## src/rtl/ru_write_queue.sv

```systemverilog
// In-order register write-back queue draining into the register file one write per cycle.
// Latency: a push into an empty queue is on rf_* the next cycle; rf_hold stalls the drain, a full queue drops in_ready.
module ru_write_queue #(
  parameter int DATA_W = 32,
  parameter int ADDR_W = 5,
  parameter int DEPTH  = 4
) (
  input  logic                       clk,
  input  logic                       rst,
  input  logic                       in_valid,
  output logic                       in_ready,
  input  logic [ADDR_W-1:0]          in_rd,
  input  logic [DATA_W-1:0]          in_data,
  input  logic                       rf_hold,
  output logic                       rf_wr_en,
  output logic [ADDR_W-1:0]          rf_rd,
  output logic [DATA_W-1:0]          rf_data,
  input  logic [ADDR_W-1:0]          q_rs1,
  input  logic [ADDR_W-1:0]          q_rs2,
  output logic                       q_pend1,
  output logic                       q_pend2,
  output logic [DATA_W-1:0]          q_data1,
  output logic [DATA_W-1:0]          q_data2,
  output logic [$clog2(DEPTH):0]     count
);

  localparam int PW = $clog2(DEPTH);
  localparam int CW = PW + 1;

  logic [ADDR_W-1:0] rd_mem   [DEPTH];
  logic [DATA_W-1:0] data_mem [DEPTH];
  logic [DEPTH-1:0]  vld;
  logic [PW-1:0]     head;
  logic [PW-1:0]     tail;
  logic              push;
  logic              pop;

  assign in_ready = (count < CW'(DEPTH));
  assign rf_wr_en = (count != '0) && !rf_hold;
  assign rf_rd    = (count != '0) ? rd_mem[head]   : '0;
  assign rf_data  = (count != '0) ? data_mem[head] : '0;

  // Writes to x0 are accepted but never stored.
  assign push = in_valid && in_ready && (in_rd != '0);
  assign pop  = rf_wr_en;

  always_ff @(posedge clk or posedge rst) begin
    if (rst) begin
      head  <= '0;
      tail  <= '0;
      count <= '0;
      vld   <= '0;
      for (int i = 0; i < DEPTH; i++) begin
        rd_mem[i]   <= '0;
        data_mem[i] <= '0;
      end
    end else begin
      if (push) begin
        rd_mem[tail]   <= in_rd;
        data_mem[tail] <= in_data;
        vld[tail]      <= 1'b1;
        tail           <= tail + 1'b1;
      end
      // head and tail only coincide when empty (no pop) or full (no push)
      if (pop) begin
        vld[head] <= 1'b0;
        head      <= head + 1'b1;
      end
      count <= count + CW'(push) - CW'(pop);
    end
  end

  // Walk oldest to youngest so the youngest match wins.
  function automatic logic [DATA_W:0] lookup(input logic [ADDR_W-1:0] q);
    logic [DATA_W:0] r;
    logic [PW-1:0]   idx;
    r = '0;
    for (int i = 0; i < DEPTH; i++) begin
      idx = head + PW'(i);
      if (vld[idx] && (rd_mem[idx] == q) && (q != '0))
        r = {1'b1, data_mem[idx]};
    end
    return r;
  endfunction

  always_comb begin
    {q_pend1, q_data1} = lookup(q_rs1);
    {q_pend2, q_data2} = lookup(q_rs2);
  end

endmodule

```

## config.mk

```make
export PLATFORM = sky130hd
export DESIGN_NAME = ru_write_queue
export DESIGN_NICKNAME = d
export VERILOG_FILES = /design/src/rtl/ru_write_queue.sv
export SDC_FILE = /design/constraint.sdc
export NUM_CORES = 1
export LEC_CHECK = 0
export BUFFER_PORTS_ARGS = -buffer_cell sky130_fd_sc_hd__buf_4
export CAP_MARGIN = 10
export CORE_ASPECT_RATIO = 1.5
export CORE_UTILIZATION = 39
export CTS_CLUSTER_SIZE = 20
export DETAILED_ROUTE_END_ITERATION = 6
export PLACE_DENSITY = 0.67
export SETUP_SLACK_MARGIN = 0.05
export SYNTH_ARGS = -nofsm -noshare
export SYNTH_HDL_FRONTEND = slang
export SYNTH_SLANG_ARGS = --single-unit
```

## constraint.sdc

```tcl
create_clock -name clk -period 14.2 [get_ports clk]
set_input_delay 1.42 -clock clk [delete_from_list [all_inputs] [get_ports clk]]
set_output_delay 1.42 -clock clk [all_outputs]
set_load 0.01 [all_outputs]
```

==> impl_metrics.env <==
export IMPL_status="finished clean"
export IMPL_arrival_ns=5.70
export IMPL_syn_num_nets=1051
export IMPL_setup_viol_count_final=0
export IMPL_place_hpwl_mm=24.83
export IMPL_max_slew_margin_rel=0.2385
export IMPL_fmax_mhz=140.4
export IMPL_fin_util=0.4601
export IMPL_vias_per_cell=6.350
export IMPL_via_count=9582
export IMPL_drv_cap=0
export IMPL_fin_setup_tns_ns=0
export IMPL_cts_path_max_buffers=2
export IMPL_ant_nets=0
export IMPL_synth_edff_count=0
export IMPL_synth_cell_types=49
export IMPL_final_common_cell="buf_4"
export IMPL_grt_max_degree=96
export IMPL_die_area_mm2=0.03322
export IMPL_min_path_cells=1
export IMPL_die_h_um=222.7
export IMPL_regToRegSetupSlack_ns=11.06
export IMPL_start_util=0.3967
export IMPL_syn_inst=989
export IMPL_placementRows=80
export IMPL_cp_max_fo=64
export IMPL_ir_drop_mv=0.2169
export IMPL_post_cts_buffers=0
export IMPL_clockRootBuffer="clkbuf_16"
export IMPL_grt_pass1_vias=9867
export IMPL_finalNonFillerCells=1509
export IMPL_ys_seq_elements=159
export IMPL_grt_use_total=0.2299
export IMPL_startpoint_type="flop"
export IMPL_rsz0062_at_grt="false"
export IMPL_drc=0
export IMPL_grt_pass1_wl_mm=57.13
export IMPL_avgSynthCellArea_um2=12.81
export IMPL_hold_path_class="reg2reg"
export IMPL_drv_slew=0
export IMPL_cts_resized_gates=0
export IMPL_async_reset_ff_frac=1.000
export IMPL_ioPinCount=159
export IMPL_cts_tree="done"
export IMPL_cp_end_kind="primary output"
export IMPL_rr_worst_depth=5
export IMPL_totalWireLength_mm=36.74
export IMPL_antenna_cells=0
export IMPL_crit_type="reg2out"
export IMPL_ctsHoldBuffers=0
export IMPL_path_clk_slew_ns=0.07
export IMPL_power_leakage_nw=5.857
export IMPL_worst_pin_slew_ns=1.139
export IMPL_mostFrequentLayoutCells="buf_4, dfrtp_1, mux2_2"
export IMPL_antenna_found_initial=2
export IMPL_routedWlPerCell_um=24.35
export IMPL_cts_sinks=159
export IMPL_fp_dieW_um=149.2
export IMPL_synth_top_cell_area_share=0.3141
export IMPL_cts_buffers_inserted=17
export IMPL_ys_warn_count=0
export IMPL_worstSkewPairLatency_ns=0.45
export IMPL_synth_area_leaders="dfrtp_1, mux4_2, mux2_2"
export IMPL_fin_crit_sh=0.5017
export IMPL_cellPowerDensity_mw_per_mm2=298.6
export IMPL_core_area_mm2=0.03193
export IMPL_final_hold_viol_count=0
export IMPL_clock_skew_ns=0.006852
export IMPL_gr_total_overflow=0
export IMPL_place_port_buffers=158
export IMPL_place_gp_congestion=0.8967
export IMPL_finalNetCount=1148
export IMPL_syn2layout_area_growth_pct=15.96
export IMPL_fin_crit_ns=7.125
export IMPL_placedCellCount=1477
export IMPL_ys_flop_type="dfrtp_1"
export IMPL_drtIter0Drc=682
export IMPL_drive_gt1_frac=0.4968
export IMPL_firstDrtPassIters=5
export IMPL_synth_top_area_cell="dfrtp_1"
export IMPL_htree_levels=4
export IMPL_synth_area_mm2=0.01267
export IMPL_yosysSeqAreaShare=0.3141
export IMPL_required_ns=12.78
-- through the flow --
step / cell area [um2] / power (W) / worst slack, ns / hold WS [ns]
floorplan: 12670 / 0.003081 / 8.175 / 0.5232
detailed placement: 14090 / 0.003913 / 7.574 / 0.5552
CTS: 14690 / 0.004393 / 7.064 / 0.5710
finish: 14690 / 0.004387 / 7.075 / 0.5697
global route: 14690 / 0.004653 / 6.690 / 0.5963
global placement: 14090 / 0.003852 / 7.725 / 0.5417
-- synthesized netlist by cell type, types with 16 or more instances --
cell and number:
dfrtp_1 159, o22ai_2 20, buf_2 29, o22ai_1 28
mux4_2 146, mux2_2 150, xnor2_1 29, clkbuf_1 48
mux2i_1 58, inv_1 16, nor2b_1 40, nor3_1 54
a21oi_1 48, nand2_1 29
-- report_power, final --
group	switching, W	internal [W]	leakage [nW]	total, W
Sequential	0.000316	0.000686	1.91	0.00100
Combinational	0.00138	0.00154	3.66	0.00292
Clock	0.000200	0.000266	0.286	0.000466
Total	0.00189	0.00250	5.86	0.00439
-- final cells by class --
type | instances | area (um2)
clock buffer | 19 | 442.9
clock inverter | 13 | 152.6
fill | 2873 | 17240
inverter | 16 | 65.06
multi-input combinational | 714 | 8194
sequential | 159 | 3986
tap | 410 | 513.0
timing repair buffer | 178 | 1336
-- flip-flops by register name, indices dropped and copies added, names as in the netlist --
| name | count |
|---|---|
| head | 2 |
| count | 3 |
| vld | 4 |
| tail | 2 |
| data_mem | 128 |
| rd_mem | 20 |
-- final timing paths --
path | from | end
worst max-delay path | head[0] | q_data2[16]
worst min-delay path | data_mem[111] | data_mem[111]
worst max register to register | head[0] | head[1]
worst min register to register | data_mem[111] | data_mem[111]
max in group asynchronous | rst | head[0]
min in group asynchronous | rst | count[2]
-- routing by layer --
layer  global-route usage  vias to the layer above  share of wire
met4               0.1159                        4          0.039
li1                     -                     4109              -
met2               0.3976                      391           0.53
met5                    0                        -        0.00073
met3              0.04887                       89          0.065
met1               0.2653                     4989           0.37
-- worst max-delay path, cell delays in order, from the launching register on --
cell and delay (ns):
dfrtp_4 1.05, inv_1 0.27, ha_4 0.88, mux4_1 0.46, xnor2_1 0.18, nand4_1 0.10
buf_4 0.28, nor2_4 0.93, or3_1 0.31, buf_4 0.36, o22ai_1 0.17, buf_4 0.16
-- cells by family after synthesis --
family                     after synthesis  share of synthesized area
adders and majority gates               11                    0.01146
muxes                                  360                     0.4512
DFF                                    159                     0.3141
and+or+nand+nor                        162                    0.07012
AOI/OAI and AO/OA                      139                    0.08069
buffers and inverters                  116                    0.04346
xor gates and xnor gates                42                    0.02904
(Power assumes the default switching activity.)
